### src/rtl/mmu_arbiter.sv
// mmu_arbiter: two-port (instruction fetch / load-store) arbiter in front of an MMU.
// One transaction in flight at a time. Requests are sampled only in IDLE.
// Contention is resolved round-robin on the last served port.
// A wait counter bounds each ACCESS phase and reports a timeout as err.
// Every output is registered.
module mmu_arbiter #(
  parameter int unsigned ADDR_W  = 32,
  parameter int unsigned DATA_W  = 32,
  parameter int unsigned TIMEOUT = 16
) (
  input  logic              clk,
  input  logic              rst_n,
  input  logic              p0_req,
  input  logic              p1_req,
  input  logic              p0_we,
  input  logic              p1_we,
  input  logic [ADDR_W-1:0] p0_addr,
  input  logic [ADDR_W-1:0] p1_addr,
  input  logic [DATA_W-1:0] p0_wdata,
  input  logic [DATA_W-1:0] p1_wdata,
  output logic              p0_gnt,
  output logic              p1_gnt,
  output logic              p0_ack,
  output logic              p1_ack,
  output logic              p0_err,
  output logic              p1_err,
  output logic [DATA_W-1:0] rdata,
  output logic [ADDR_W-1:0] virtual_addr,
  output logic [DATA_W-1:0] data_in,
  output logic              mem_read,
  output logic              mem_write,
  input  logic [DATA_W-1:0] data_out,
  input  logic              mem_ready
);

  typedef enum logic [1:0] {IDLE, ACCESS, RESP} state_t;

  // Last wait-count value before the timeout fires, giving TIMEOUT ACCESS cycles in total
  localparam logic [7:0] LIMIT = 8'(TIMEOUT - 1);

  state_t      state;
  logic        last_ptr;
  logic        cur;
  logic        cur_we;
  logic [7:0]  wait_cnt;

  logic              sel;
  logic              sel_we;
  logic [ADDR_W-1:0] sel_addr;
  logic [DATA_W-1:0] sel_wdata;

  // Winner selection: a lone requester wins; on contention the port not served last wins
  always_comb begin
    sel = p1_req;
    if (p0_req && p1_req) sel = ~last_ptr;
    sel_we    = sel ? p1_we    : p0_we;
    sel_addr  = sel ? p1_addr  : p0_addr;
    sel_wdata = sel ? p1_wdata : p0_wdata;
  end

  // Arbiter FSM with registered handshake pulses and MMU strobes
  always_ff @(posedge clk or negedge rst_n) begin
    if (!rst_n) begin
      state        <= IDLE;
      last_ptr     <= 1'b0;
      cur          <= 1'b0;
      cur_we       <= 1'b0;
      wait_cnt     <= '0;
      p0_gnt       <= 1'b0;
      p1_gnt       <= 1'b0;
      p0_ack       <= 1'b0;
      p1_ack       <= 1'b0;
      p0_err       <= 1'b0;
      p1_err       <= 1'b0;
      rdata        <= '0;
      virtual_addr <= '0;
      data_in      <= '0;
      mem_read     <= 1'b0;
      mem_write    <= 1'b0;
    end else begin
      p0_gnt <= 1'b0;
      p1_gnt <= 1'b0;
      p0_ack <= 1'b0;
      p1_ack <= 1'b0;
      p0_err <= 1'b0;
      p1_err <= 1'b0;
      case (state)
        IDLE: begin
          if (p0_req || p1_req) begin
            cur          <= sel;
            cur_we       <= sel_we;
            virtual_addr <= sel_addr;
            data_in      <= sel_wdata;
            mem_read     <= ~sel_we;
            mem_write    <= sel_we;
            p0_gnt       <= ~sel;
            p1_gnt       <= sel;
            wait_cnt     <= '0;
            state        <= ACCESS;
          end
        end
        ACCESS: begin
          // Ack/err are registered on leaving ACCESS so they appear exactly in the RESP cycle;
          // mem_ready is checked before the limit so a same-cycle ready wins over the timeout
          if (mem_ready) begin
            if (!cur_we) rdata <= data_out;
            mem_read  <= 1'b0;
            mem_write <= 1'b0;
            p0_ack    <= ~cur;
            p1_ack    <= cur;
            state     <= RESP;
          end else if (wait_cnt == LIMIT) begin
            mem_read  <= 1'b0;
            mem_write <= 1'b0;
            p0_ack    <= ~cur;
            p1_ack    <= cur;
            p0_err    <= ~cur;
            p1_err    <= cur;
            state     <= RESP;
          end else begin
            wait_cnt <= wait_cnt + 8'd1;
          end
        end
        RESP: begin
          last_ptr <= cur;
          state    <= IDLE;
        end
        default: state <= IDLE;
      endcase
    end
  end

endmodule

### config.mk
export PLATFORM = sky130hd
export DESIGN_NAME = mmu_arbiter
export DESIGN_NICKNAME = d
export VERILOG_FILES = /design/src/rtl/mmu_arbiter.sv
export SDC_FILE = /design/constraint.sdc
export NUM_CORES = 1
export LEC_CHECK = 0
export BUFFER_PORTS_ARGS = -buffer_cell sky130_fd_sc_hd__buf_4
export CORE_ASPECT_RATIO = 0.7
export CORE_MARGIN = 1.5
export CORE_UTILIZATION = 45
export DETAILED_ROUTE_END_ITERATION = 10
export GPL_TIMING_DRIVEN = 0
export PLACE_DENSITY = 0.82
export SLEW_MARGIN = 40
export SYNTH_ARGS = -nofsm -noshare
export SYNTH_HDL_FRONTEND = slang
export SYNTH_SLANG_ARGS = --single-unit
### constraint.sdc
create_clock -name clk -period 4.25 [get_ports clk]
set_input_delay 0.2125 -clock clk [delete_from_list [all_inputs] [get_ports clk]]
set_output_delay 0.2125 -clock clk [all_outputs]
set_load 0.05 [all_outputs]
Word-level counts from Yosys, hierarchy flattened:

Cells that the tools add are included.

* input port bits: 167
* word-level logic and storage cells: 70
* register bits after elaboration: 117
* output and inout bits: 104

* bitwise logic cells: 5
* $add $sub $neg: 1
* equality and inequality tests: 7
* reductions and logical operators: 9
* multiplexer cells: 32

Operator list (count)
* $mux 32: 2
* $mux 8: 3
* $mux 1: 20
* $pmux 8 s2: 1
* $add 8x1->8 const B: 1
* $eq 8x4->1 const B: 1
* $mux 2: 3
* $ne 2x2->1 const B: 3
* $reduce_and 3->1: 2
* $not 1->1: 5
* $pmux 1 s2: 2
* $pmux 2 s2: 1
* $reduce_and 2->1: 2
* $reduce_and 4->1: 1
* $ne 3x3->1 const B: 1
* $eq 2x1->1 const B: 1
* $eq 2x2->1 const B: 1
* $logic_not 2->1: 1
* $reduce_bool 2->1: 1
* $logic_and 1x1->1: 1
* $logic_or 1x1->1: 1

Depth between registers and ports, before layout:

* word-level depth: 6
* mapped depth: 7

Worst setup path after synthesis:

OpenSTA, ideal clock, no wires.

* path type: register to register
* from: reg wait_cnt[6]
* to: reg wait_cnt[1]
* period minus slack after synthesis: 1640 ps
* stages on the path, launching flop included: 5
* required time: 4130 ps
* path buffers: 0
* setup time: 120 ps
* arrival time: 1520 ps
* slack: 2610 ps
* cell sequence: dfrtp_1 > or4_4 > o21ai_4 > nand2_2 > a31o_2

* cells in the longest elaborated chain, start to end: 3

Ends and longest elaborated chain
* start, declared: RTL line 45 `logic [7:0] wait_cnt;`
* start signal, assigned: RTL line 121 `wait_cnt <= wait_cnt + 8'd1;`
* $eq 8x4->1: RTL line 112 `end else if (wait_cnt == LIMIT) begin`
* $ne 2x2->1 (no source line)
* $reduce_and 4->1 (no source line)

Every way passes these cells.
A chain may end at the register's enable or synchronous reset.

Worst setup path after layout:

* from: reg last_ptr
* to: reg data_in[7]

* cells in the longest elaborated chain, start to end: 3

Ends and longest elaborated chain
* start, declared: RTL line 42 `logic last_ptr;`
* start signal, assigned: RTL line 125 `last_ptr <= cur;`
* $not 1->1: RTL line 55 `if (p0_req && p1_req) sel = ~last_ptr;`
* $mux 1: RTL line 55
* $mux 32: RTL line 58 `sel_wdata = sel ? p1_wdata : p0_wdata;`
* end signal, assigned: RTL line 93 `data_in <= sel_wdata;`
* end, declared: RTL line 29 `output logic [DATA_W-1:0] data_in,`

Every way passes these cells.

==> load_flow_metrics.sql <==
INSERT INTO impl_metrics (metric_group, metric, value, unit) VALUES
('timing', 'final_period_minus_worst_setup_slack', '1938', 'ps'),
('finish', 'seq_area', '0.002928', 'mm²'),
('setup_path', 'worst-path-buf-inv', '2', ''),
('setup_path', 'critical_path_arrival', '2280', 'ps'),
('synth', 'synth-edff-count', '0', ''),
('power_and_ir_drop', 'total_leakage_power', '4.025', 'nW'),
('clock_network', 'clk_transition_reported_paths', '60', 'ps'),
('run_status', 'run_status', 'completed', ''),
('timing', 'final_hold_viol_count', '0', ''),
('power_and_ir_drop', 'power.density', '915.5', 'mW/mm²'),
('floorplan', 'starting_utilization_of_the_core_area', '0.4684', ''),
('synth', 'synth_cells', '427', ''),
('placed_design', 'finalWeightedCongestion', '0.8414', ''),
('synth', 'synthesis.nets', '595', ''),
('detailed_routing', 'routed_wl', '14750', 'µm'),
('synth', 'synth_async_sr_flop_share', '1.000', ''),
('finish', 'area_of_the_multi_input_gates', '0.001848', 'mm²'),
('placed_design', 'dpl-instance-area', '0.007143', 'mm²'),
('setup_path', 'register_to_register_setup_slack', '2310', 'ps'),
('timing', 'final-setup-viol-count', '0', ''),
('detailed_routing', 'viasPerCell', '5.003', ''),
('finish', 'final_net_count', '886', ''),
('synth', 'synthDistinctLibCells', '37', ''),
('finish', 'area_delta_synth_final', '58.88', '%'),
('finish', 'fillers', '741', ''),
('setup_path', 'timing.rr.start', 'last_ptr', ''),
('clock_network', 'post_cts.repair.setup_buffers', '0', ''),
('clock_network', 'ctsRootBufferMaster', 'clkbuf_16', ''),
('setup_path', 'cpPeakStageDelay', '570', 'ps'),
('synth', 'ys.warnings.count', '0', ''),
('run', 'max_cap_viol_count', '0', ''),
('synth', 'ys_dominant_reg_cell', 'dfrtp_1', ''),
('grt', 'grt_most_used_layer', 'met2', ''),
('setup_path', 'regToRegEndpoint', 'data_in[7]', ''),
('setup_path', 'worst_path_max_delay_cell', 'nor3b_2', ''),
('detailed_routing', 'firstDrtPassIters', '4', ''),
('setup_path', 'worst_ep_required_time', '4600', 'ps'),
('detailed_routing', 'wl_per_cell', '16.78', 'µm'),
('detailed_routing', 'via_count_of_the_routed_design', '4398', ''),
('grt', 'met3_usage', '0.07524', ''),
('finish', 'drive_gt1_frac', '0.4596', ''),
('floorplan', 'die-height', '90.52', 'µm'),
('grt', 'grt_use_met1', '0.2985', ''),
('setup_path', 'critical_path_sink_type', 'register', ''),
('finish', 'layout.cells.most_common', 'buf_4', ''),
('worst_hold_path', 'whs_endpoint', 'rdata[27]', ''),
('timing', 'fin_tns_setup', '0', 'ps'),
('floorplan', 'die_x', '128.0', 'µm'),
('placed_design', 'placement.io_buffers', '270', ''),
('floorplan', 'core', '0.01051', 'mm²'),
('floorplan', 'std_cell_rows', '31', ''),
('synth', 'post-synth-top-area-fraction', '0.5947', ''),
('worst_hold_path', 'holdCritPathClass', 'input port to register', ''),
('grt', 'wire_length_of_the_first_global_routing_pass', '22900', 'µm'),
('clock_network', 'htree_levels', '4', ''),
('synth', 'ys_seq_area_frac', '0.5947', ''),
('grt', 'grt.overflow.total', '0', ''),
('setup_path', 'crit_path_max_fanout', '10', ''),
('clock_network', 'numCtsBuffers', '17', ''),
('timing', 'setup_repair_after_global_routing_missed_its_margin', 'no', ''),
('clock_network', 'cts_tree', 'done', ''),
('synth', 'syn-cell-area', '0.004923', 'mm²'),
('worst_hold_path', 'worstHoldPathCells', '2', ''),
('clock_network', 'clk_latency', '400', 'ps'),
('timing', 'final_critical_path_setup_slack', '2312', 'ps'),
('detailed_routing', 'first_iter_violations', '173', ''),
('placed_design', 'dp_hpwl', '11180', 'µm'),
('synth', 'syn_avg_cell_area', '11.53', 'µm²'),
('placed_design', 'dpl_worst_slack', '2308', 'ps'),
('finish', 'final_core_utilization', '0.7442', ''),
('grt', 'initial_antenna_violation_count', '0', '');
## state kept, by name (all words and copies together), names as in the netlist
| signal | count |
|---|---|
| rdata | 32 |
| state | 2 |
| mem_write | 1 |
| cur | 1 |
| last_ptr | 1 |
| p1_ack | 1 |
| mem_read | 1 |
| p1_gnt | 1 |
| data_in | 32 |
| p1_err | 1 |
| virtual_addr | 32 |
| p0_gnt | 1 |
| wait_cnt | 8 |
| cur_we | 1 |
| p0_err | 1 |
| p0_ack | 1 |
## cell usage after synthesis (all sizes together) (2+ instances only)
master and number:
a21boi 3, a21oi 2, a22oi 32, a2bb2oi 2, a31o 2, a31oi 3, and3 4, buf 22
clkbuf 5, dfrtp 117, mux2 33, mux2i 33, nand2 103, nand2b 2, nand3 4, nor2 5
nor2b 3, nor3b 2, o21a 3, o21ai 35
## worst register-to-register path, stage by stage, from the launching register on
cell and delay [ps]:
dfrtp_1 370, a21boi_1 130, buf_2 230, nor3b_2 580, buf_2 350, a22oi_1 130, nand2_1 90
## per-layer routing
layer / vias up / wire length, µm
met4: 0 / 350
met2: 153 / 7678
met1: 2130 / 5803
met3: 26 / 922
li1: 2089 / -
met5: - / 0
## stage by stage
| step | total power, mW | hold WS [ps] |
|---|---|---|
| after floorplan | 4.377 | -83.09 |
| after CTS | 7.212 | 9.220 |
| after global routing | 7.487 | 8.967 |
| after global placement | 5.570 | 432.7 |
| final | 7.161 | 18.97 |
| after detailed placement | 5.674 | 345.6 |
## worst max path at each step
stage          cells after the start  slack, ps        start          end
4_1_cts                            6       2300     last_ptr  data_in[26]
6_report                           6       2310     last_ptr   data_in[7]
2_1_floorplan                      4       2610  wait_cnt[6]  wait_cnt[1]
5_1_grt                            6       2170     last_ptr  data_in[26]
3_5_place_dp                       6       2310     last_ptr  data_in[26]
3_3_place_gp                       7       2390       p1_req   data_in[1]
## final cells by class
type                       instances  share of cell area
buffer                            27             0.01887
clock buffer                      18             0.05614
clock inverter                    14             0.02591
multi-input combinational        283              0.2362
sequential                       117              0.3743
tap                              148             0.02367
timing repair buffer             272              0.2649
## power breakdown
part	internal, mW	switching [mW]	total, mW
sequential	1.63	0.292	1.93
clock	1.00	0.520	1.52
combinational	1.13	2.59	3.71
## logic make-up (layout without fill, tap and decap cells)
kind of cell / after synthesis / count (layout) / synth area share
AND/OR/NAND/NOR: 129 / 129 / 0.1136
flip-flops: 117 / 117 / 0.5947
AO/OA/AOI/OAI: 87 / 87 / 0.1166
multiplexers: 66 / 66 / 0.1426
buffers and inverters: 27 / 331 / 0.02999
adder cells (fa/ha/maj): 1 / 1 / 0.002541
## what timing repair did
action | in CTS | in global routing
gates resized for setup | 0 | 0
endpoints found under the hold margin | 117 | 0
hold buffers | 1 | 0
Note: power is estimated with default switching activity, not from simulation.
